### config.mk
export PLATFORM = sky130hd
export DESIGN_NAME = apb_pad_cfg_loader
export DESIGN_NICKNAME = d
export VERILOG_FILES = /design/src/rtl/apb_pad_cfg_loader.sv
export SDC_FILE = /design/constraint.sdc
export NUM_CORES = 1
export LEC_CHECK = 0
export ABC_AREA = 0
export BUFFER_PORTS_ARGS = -buffer_cell sky130_fd_sc_hd__buf_2
export CAP_MARGIN = 20
export CORE_UTILIZATION = 55
export DETAILED_ROUTE_END_ITERATION = 8
export HOLD_SLACK_MARGIN = 0.15
export MAX_ROUTING_LAYER = met4
export PLACE_DENSITY = 0.84
export SYNTH_ARGS = -nofsm -noshare
export SYNTH_HDL_FRONTEND = slang
export SYNTH_SLANG_ARGS = --single-unit
### constraint.sdc
create_clock -name HCLK -period 4.4 [get_ports HCLK]
set_input_delay 0.44 -clock HCLK [delete_from_list [all_inputs] [get_ports HCLK]]
set_output_delay 0.44 -clock HCLK [all_outputs]
set_load 0.01 [all_outputs]
### src/rtl/apb_pad_cfg_loader.sv
// apb_pad_cfg_loader
// Boot-time APB write master: walks a configuration table through a
// 1-cycle-latency read port and issues one APB write per entry into the
// SoC control block. Reports completion or the first failing entry.
// All outputs are registered; they are computed from the next FSM state so
// that they line up with the state register.

module apb_pad_cfg_loader #(
    parameter int APB_ADDR_WIDTH = 12,
    parameter int TABLE_AW       = 4,
    parameter int TIMEOUT_CYCLES = 255,
    parameter int AUTO_START     = 1
) (
    input  logic                      HCLK,
    input  logic                      HRESET,
    input  logic                      start_i,
    output logic                      tbl_rd_o,
    output logic [TABLE_AW-1:0]       tbl_idx_o,
    input  logic [APB_ADDR_WIDTH-1:0] tbl_addr_i,
    input  logic [31:0]               tbl_data_i,
    input  logic                      tbl_last_i,
    output logic [APB_ADDR_WIDTH-1:0] PADDR,
    output logic [31:0]               PWDATA,
    output logic                      PWRITE,
    output logic                      PSEL,
    output logic                      PENABLE,
    input  logic                      PREADY,
    input  logic                      PSLVERR,
    output logic                      busy_o,
    output logic                      done_o,
    output logic                      err_o,
    output logic [1:0]                err_code_o,
    output logic [TABLE_AW-1:0]       err_idx_o
);

    typedef enum logic [2:0] {
        ST_IDLE   = 3'd0,
        ST_FETCH  = 3'd1,
        ST_LATCH  = 3'd2,
        ST_SETUP  = 3'd3,
        ST_ACCESS = 3'd4,
        ST_DONE   = 3'd5,
        ST_ERROR  = 3'd6
    } state_t;

    localparam logic [TABLE_AW-1:0] IDX_MAX  = {TABLE_AW{1'b1}};
    localparam logic [TABLE_AW-1:0] IDX_ZERO = {TABLE_AW{1'b0}};
    localparam logic [TABLE_AW-1:0] IDX_ONE  = {{(TABLE_AW-1){1'b0}}, 1'b1};
    localparam logic [15:0]         TMO_LIM  = 16'(TIMEOUT_CYCLES);

    localparam logic [1:0] ERR_NONE    = 2'b00;
    localparam logic [1:0] ERR_SLVERR  = 2'b01;
    localparam logic [1:0] ERR_TIMEOUT = 2'b10;

    // The APB select phase covers SETUP and ACCESS only.
    function automatic logic is_bus_state(input state_t st);
        return (st == ST_SETUP) || (st == ST_ACCESS);
    endfunction

    // A run is in progress from the table fetch until the transfer ends.
    function automatic logic is_busy_state(input state_t st);
        return (st == ST_FETCH) || (st == ST_LATCH) ||
               (st == ST_SETUP) || (st == ST_ACCESS);
    endfunction

    state_t                    state_r;
    state_t                    state_s;
    logic [TABLE_AW-1:0]       idx_r;
    logic [TABLE_AW-1:0]       idx_s;
    logic [15:0]               cnt_r;
    logic [15:0]               cnt_s;
    logic                      last_r;
    logic                      first_r;
    logic                      start_run_s;
    logic [1:0]                err_code_r;
    logic [1:0]                err_code_s;
    logic [TABLE_AW-1:0]       err_idx_r;
    logic [TABLE_AW-1:0]       err_idx_s;
    logic [APB_ADDR_WIDTH-1:0] paddr_r;
    logic [31:0]               pwdata_r;
    logic                      psel_r;
    logic                      penable_r;
    logic                      pwrite_r;
    logic                      tbl_rd_r;
    logic                      busy_r;
    logic                      done_r;
    logic                      err_r;

    // Decide whether a new run starts this cycle: auto-start only in the
    // first cycle after reset (where start_i is ignored), otherwise start_i
    // when not busy.
    always_comb begin
        start_run_s = 1'b0;
        if ((state_r == ST_IDLE) && first_r) begin
            if (AUTO_START != 0) begin
                start_run_s = 1'b1;
            end else begin
                start_run_s = 1'b0;
            end
        end else if ((state_r == ST_IDLE) || (state_r == ST_DONE) ||
                     (state_r == ST_ERROR)) begin
            start_run_s = start_i;
        end else begin
            start_run_s = 1'b0;
        end
    end

    // Next-state, index, timeout counter and error bookkeeping.
    always_comb begin
        state_s    = state_r;
        idx_s      = idx_r;
        cnt_s      = cnt_r;
        err_code_s = err_code_r;
        err_idx_s  = err_idx_r;
        case (state_r)
            ST_IDLE, ST_DONE, ST_ERROR: begin
                if (start_run_s) begin
                    state_s    = ST_FETCH;
                    idx_s      = IDX_ZERO;
                    err_code_s = ERR_NONE;
                    err_idx_s  = IDX_ZERO;
                end else begin
                    state_s = state_r;
                end
            end
            ST_FETCH: begin
                state_s = ST_LATCH;
            end
            ST_LATCH: begin
                state_s = ST_SETUP;
            end
            ST_SETUP: begin
                cnt_s   = 16'd0;
                state_s = ST_ACCESS;
            end
            ST_ACCESS: begin
                if (PREADY) begin
                    if (PSLVERR) begin
                        state_s    = ST_ERROR;
                        err_code_s = ERR_SLVERR;
                        err_idx_s  = idx_r;
                    end else if (last_r || (idx_r == IDX_MAX)) begin
                        state_s = ST_DONE;
                    end else begin
                        idx_s   = idx_r + IDX_ONE;
                        state_s = ST_FETCH;
                    end
                end else begin
                    cnt_s = cnt_r + 16'd1;
                    if (cnt_s == TMO_LIM) begin
                        state_s    = ST_ERROR;
                        err_code_s = ERR_TIMEOUT;
                        err_idx_s  = idx_r;
                    end else begin
                        state_s = ST_ACCESS;
                    end
                end
            end
            default: begin
                state_s = ST_IDLE;
            end
        endcase
    end

    // State, index, counter and error registers.
    always_ff @(posedge HCLK or posedge HRESET) begin
        if (HRESET) begin
            state_r    <= ST_IDLE;
            idx_r      <= IDX_ZERO;
            cnt_r      <= 16'd0;
            err_code_r <= ERR_NONE;
            err_idx_r  <= IDX_ZERO;
            first_r    <= 1'b1;
        end else begin
            state_r    <= state_s;
            idx_r      <= idx_s;
            cnt_r      <= cnt_s;
            err_code_r <= err_code_s;
            err_idx_r  <= err_idx_s;
            first_r    <= 1'b0;
        end
    end

    // Capture the table entry in LATCH; address/data then stay stable
    // through SETUP and ACCESS and keep their value while the bus is idle.
    always_ff @(posedge HCLK or posedge HRESET) begin
        if (HRESET) begin
            paddr_r  <= {APB_ADDR_WIDTH{1'b0}};
            pwdata_r <= 32'd0;
            last_r   <= 1'b0;
        end else if (state_r == ST_LATCH) begin
            paddr_r  <= tbl_addr_i;
            pwdata_r <= tbl_data_i;
            last_r   <= tbl_last_i;
        end
    end

    // Registered control outputs decoded from the next state.
    always_ff @(posedge HCLK or posedge HRESET) begin
        if (HRESET) begin
            psel_r    <= 1'b0;
            penable_r <= 1'b0;
            pwrite_r  <= 1'b0;
            tbl_rd_r  <= 1'b0;
            busy_r    <= 1'b0;
            done_r    <= 1'b0;
            err_r     <= 1'b0;
        end else begin
            psel_r    <= is_bus_state(state_s);
            penable_r <= (state_s == ST_ACCESS);
            pwrite_r  <= is_bus_state(state_s);
            tbl_rd_r  <= (state_s == ST_FETCH);
            busy_r    <= is_busy_state(state_s);
            done_r    <= (state_s == ST_DONE);
            err_r     <= (state_s == ST_ERROR);
        end
    end

    assign tbl_rd_o   = tbl_rd_r;
    assign tbl_idx_o  = idx_r;
    assign PADDR      = paddr_r;
    assign PWDATA     = pwdata_r;
    assign PWRITE     = pwrite_r;
    assign PSEL       = psel_r;
    assign PENABLE    = penable_r;
    assign busy_o     = busy_r;
    assign done_o     = done_r;
    assign err_o      = err_r;
    assign err_code_o = err_code_r;
    assign err_idx_o  = err_idx_r;

endmodule

Word level (Yosys, flattened, before mapping) --
Cells that the tools add are included.
Operators by class: add/sub/neg operators 2, equality and inequality tests 21, reduce and logical (&&, ||, !) cells 15, mux-type cells 24
Operators by type and width (count):
- 16-bit case mux with 2 select lines | 1
- 4-bit 2-to-1 mux | 7
- 3-bit == test (second input constant) | 6
- 16-bit by 1-bit adder with 16-bit output (second input constant) | 1
- 16-bit by 8-bit == test with 1-bit output (second input constant) | 1
- 16-bit 2-to-1 mux | 1
- 4-bit case mux with 2 select lines | 2
- 3-bit case mux with 5 select lines | 1
- 3-bit by 2-bit == test with 1-bit output (second input constant) | 4
- 3-bit 2-to-1 mux | 4
- 2-bit 2-to-1 mux | 5
- 2-bit inequality test (second input constant) | 5
- 1-bit logical OR | 7
- 3-bit by 1-bit == test with 1-bit output (second input constant) | 2
- 3-bit inequality test (second input constant) | 2
- 5-bit AND reduction | 1
- 4-bit by 1-bit adder with 4-bit output (second input constant) | 1
- 4-bit == test (second input constant) | 1
- 2-bit case mux with 2 select lines | 1
- 4-bit AND reduction | 1
- 2-bit nonzero test | 2
- 3-bit logical NOT | 1
- 3-bit OR reduction | 1
- 1-bit 2-to-1 mux | 2
- other kinds (2) | 2
Word-level totals: bits in registers 81, logic and storage cells 77, input port bits 50, output and inout port bits 61

Longest topological paths before layout --
depth after elaboration 11, depth in mapped cells 9, mapped depth without buffers 7

Least setup slack after synthesis --
No wires, ideal clock.
path kind register to register, start register cnt_r[0], end register err_idx_r[0], in the netlist err_idx_o[0], arrival time 2.049 ns, required time 4.279 ns, path buffers 2, setup time 0.121 ns, stages on the path, launching flop included 10, period minus slack after synthesis 2.170 ns, setup slack 2.230 ns, path through dfrtp_1 -> ha_1 -> buf_6 -> inv_1 -> o211ai_2 -> a2111oi_4 -> nand2_1 -> or3_1 -> buf_2 -> a32o_2
On the way: cells in the longest elaborated chain, start to end 4
RTL lines:
- start, declared | RTL line 70 | logic [15:0] cnt_r;
- start signal, assigned | RTL line 177 | cnt_r <= cnt_s;
- 16-bit by 1-bit adder with 16-bit output | RTL line 149 | cnt_s = cnt_r + 16'd1;
- 16-bit by 8-bit == test with 1-bit output | RTL line 150 | if (cnt_s == TMO_LIM) begin
- 3-bit inequality test (no line)
- 4-bit AND reduction (no line)
- end signal, assigned | RTL line 179 | err_idx_r <= err_idx_s;
- end, declared | RTL line 77 | logic [TABLE_AW-1:0] err_idx_r;
No other way between the ends. A chain may end at the register's enable or synchronous reset.

Worst setup path after layout --
start register state_r[2], end register err_idx_r[2], in the netlist err_idx_o[2]
On the way: cells in the longest elaborated chain, start to end 7, elaborated cells between the ends (all ways) 16, classes of those cells eq/ne (6); mux (3); reduce/logical (7)
RTL lines:
- start, declared | RTL line 66 | state_t state_r;
- start signal, assigned | RTL line 175 | state_r <= state_s;
- 3-bit == test or 3-bit logical NOT (tied branches) | RTL line 100, 115, 94
- 1-bit logical OR (2 in a row) | RTL line 100 | end else if ((state_r == ST_IDLE) || (state_r == ST_DONE) ||
- 1-bit 2-to-1 mux | RTL line 100
- 1-bit 2-to-1 mux | RTL line 94 | if ((state_r == ST_IDLE) && first_r) begin
- 2-bit inequality test (no line)
- 4-bit AND reduction (no line)
Several ways; a longest one is shown, not always the timed one.

==> results.cfg <==
[setup_path]
critPathArrivalTime_ns = 3.15
criticalPathCategory = reg2reg
end_kind = register
worstPathRequired_ns = 4.64
r2r-start = state_r[2]
reg2reg_slack_ns = 1.49
reg2reg_to = err_idx_o[2]
worstPathMaxFanout = 21
start_kind = register
reg2reg_depth = 6

[timing]
finalCriticalPeriod_ns = 2.91
finalMaxSlewViolations = 0
skew_ns = 0.0100
finalCritPeriodShare_pct = 66.2
finalHoldViolCount = 0
worst_pin_slew_ns = 0.844
setup_violations = 0
max_freq_ghz = 0.344
rsz0062_at_grt = no
slew_headroom_pct = 43.7
worst_slack_ns = 1.49
setup-tns-final_ns = 0

[drt]
vias_per_cell = 5.83
wl_mm = 8.29
ant_nets = 0
drc_errors = 10
firstDrtPassIters = 7
vias = 3025
drt_first_iter_violations = 266
wl_per_cell_um = 16.0

[floorplanning]
die_area_um2 = 7200
fp-row-count = 29
die_h_um = 84.8
die_x_um = 84.8
ios = 111
start_util_pct = 58.1
core-area_um2 = 6490

[global_routing]
grt_pass1_wl_mm = 13.7
grt_usage_pct = 25.2
grtUsageMet1_pct = 32.1
gr-usage-met2_pct = 39.5
grt_pass1_vias = 2913
grt_util_met3_pct = 4.67
grt_busiest_layer = met2
antenna_found_initial = 0
grt_overflow = 0
grt_max_degree = 56

[hold_path]
holdPathEnd = PWDATA[24]
hold_depth = 2
hp-start = tbl_data_i[24]
hold_class = in2reg

[layout]
area_growth_pct = 21.6
drive_above_1_share_pct = 42.8
stdcell_area_um2 = 4590
final_common_cell = buf_2
num-nets-final = 491
layout_common_cells = buf_2, dfrtp_1, mux2_2, o21ai_0, nor2_1
antenna_cells = 0
post-route-util_pct = 70.7

[pwr]
powerDensity_nw_per_um2 = 651
power_leakage_nw = 2.18
vdd_drop_max_mv = 0.386

[clock_network]
cts_sinks = 81
ctsResizeCount = 0
cts_made_buffers = 9
postCtsSetupRepairBufs = 0
cts_tree = yes
clkTransAtPathRegs_ns = 0.09
cts_root_buf = clkbuf_8
htreeDepth = 3
insertion_delay_ns = 0.36
clockBufferDepth = 2

[logic_synthesis]
synth-edff-count = 0
synthArstFlopShare_pct = 100
yosysWarningCount = 0
synth_area_per_cell_um2 = 11.4
ys_seq_area_share_pct = 53.7
synthFlopType = dfrtp_1
yosysUniqueCellTypes = 56
ys_seq_elements = 81
syn_inst = 331
syn-cell-area_um2 = 3770
syn_nets = 384

[placed_design]
placed_area_um2 = 4360
port_buffers = 110
place_congestion = 0.869
hpwlAfterDp_mm = 6.05
dp_slack_ns = 1.53

[status]
status = finished, violations left
violations = design-rule violations

[job]
maxCapViolations = 0
==> how the worst max path moves through the flow <==
stage / slack (ns) / cells past startpoint / startpoint / endpoint
floorplan: 1.88 / 1 / HRESET / PADDR[0]
global placement: 1.67 / 6 / state_r[0] / err_idx_o[1]
detailed placement: 1.53 / 6 / state_r[2] / err_idx_o[2]
CTS: 1.51 / 6 / state_r[2] / err_idx_o[2]
global route: 1.25 / 6 / state_r[2] / err_idx_o[3]
finish: 1.49 / 6 / state_r[2] / err_idx_o[2]
==> Yosys cell counts (2+ instances only) <==
master / number / area [µm²]
o21ai_0: 29 / 145
nor2_1: 23 / 86.3
nand3_1: 8 / 40.0
buf_4: 5 / 37.5
nand2_1: 19 / 71.3
dfrtp_1: 80 / 2000
and2_1: 3 / 18.8
a21o_1: 2 / 15.0
o41ai_1: 2 / 17.5
a32o_2: 4 / 45.0
buf_2: 6 / 30.0
ha_1: 3 / 37.5
a31oi_1: 4 / 25.0
a21oi_1: 12 / 60.1
o22ai_1: 2 / 12.5
nand3b_1: 2 / 15.0
nand4_1: 4 / 25.0
a211o_1: 2 / 17.5
o31ai_1: 6 / 45.0
a211oi_1: 2 / 15.0
nor4_1: 4 / 25.0
nand2b_1: 5 / 31.3
xnor2_1: 3 / 26.3
inv_1: 12 / 45.0
or3_1: 3 / 18.8
clkbuf_1: 6 / 22.5
mux2_2: 45 / 507
nor3_1: 7 / 35.0
==> state kept, by name (all words and copies together) (netlist names) <==
name,count
PWRITE,1
tbl_idx_o,4
err_o,1
state_r,3
busy_o,1
PENABLE,1
done_o,1
err_code_o,2
tbl_rd_o,1
first_r,1
last_r,1
PWDATA,32
cnt_r,16
err_idx_o,4
PADDR,12
==> per-layer routing <==
layer / part of all wire, % / wire length (µm)
met5: 0 / 0
met1: 44 / 3620
met3: 5.7 / 472
met2: 48 / 3970
met4: 2.7 / 226
==> repair_timing <==
item                                   in CTS  in global routing
hold buffers                                1                  0
setup endpoints to repair                   0                  0
endpoints found under the hold margin      26                  0
==> critical path: stages (launching register included) <==
cell,delay (ns)
dfrtp_1,0.55
nor3b_1,0.45
nand2b_1,0.55
a2111oi_4,0.40
nand2_1,0.11
or3_1,0.42
a32o_2,0.30
==> cell families after synthesis <==
kind of cell	count (synthesis)	share of synthesized area, %
and+or+nand+nor	88	12.3
xor gates and xnor gates	4	0.928
AOI/OAI and AO/OA	78	14.4
DFF	81	53.7
muxes	46	13.7
adders and majority gates	3	0.994
buffers and inverters	30	3.88
other	1	0.0993
==> power breakdown <==
group          total, mW  internal, mW  switching, mW
registers           1.22          1.02          0.195
logic               1.18         0.571          0.605
clock network      0.595         0.334          0.261
==> metrics by stage <==
stage | cells | hold WS [ns] | power (mW)
after detailed placement | 502 | 0.454 | 2.40
after global routing | 519 | 0.301 | 3.16
after global placement | 501 | 0.446 | 2.32
after floorplan | 331 | 0.470 | 1.96
after CTS | 518 | 0.307 | 2.99
final | 519 | 0.309 | 2.99
==> layout make-up <==
cell class | count | area (µm²)
fill | 471 | 1900
clock buffer | 11 | 141
tap | 77 | 96.3
multi-input combinational | 220 | 1610
sequential | 81 | 2030
timing repair buffer | 114 | 596
inverter | 12 | 46.3
clock inverter | 4 | 76.3
No activity file was read; power rests on OpenSTA's default activity.
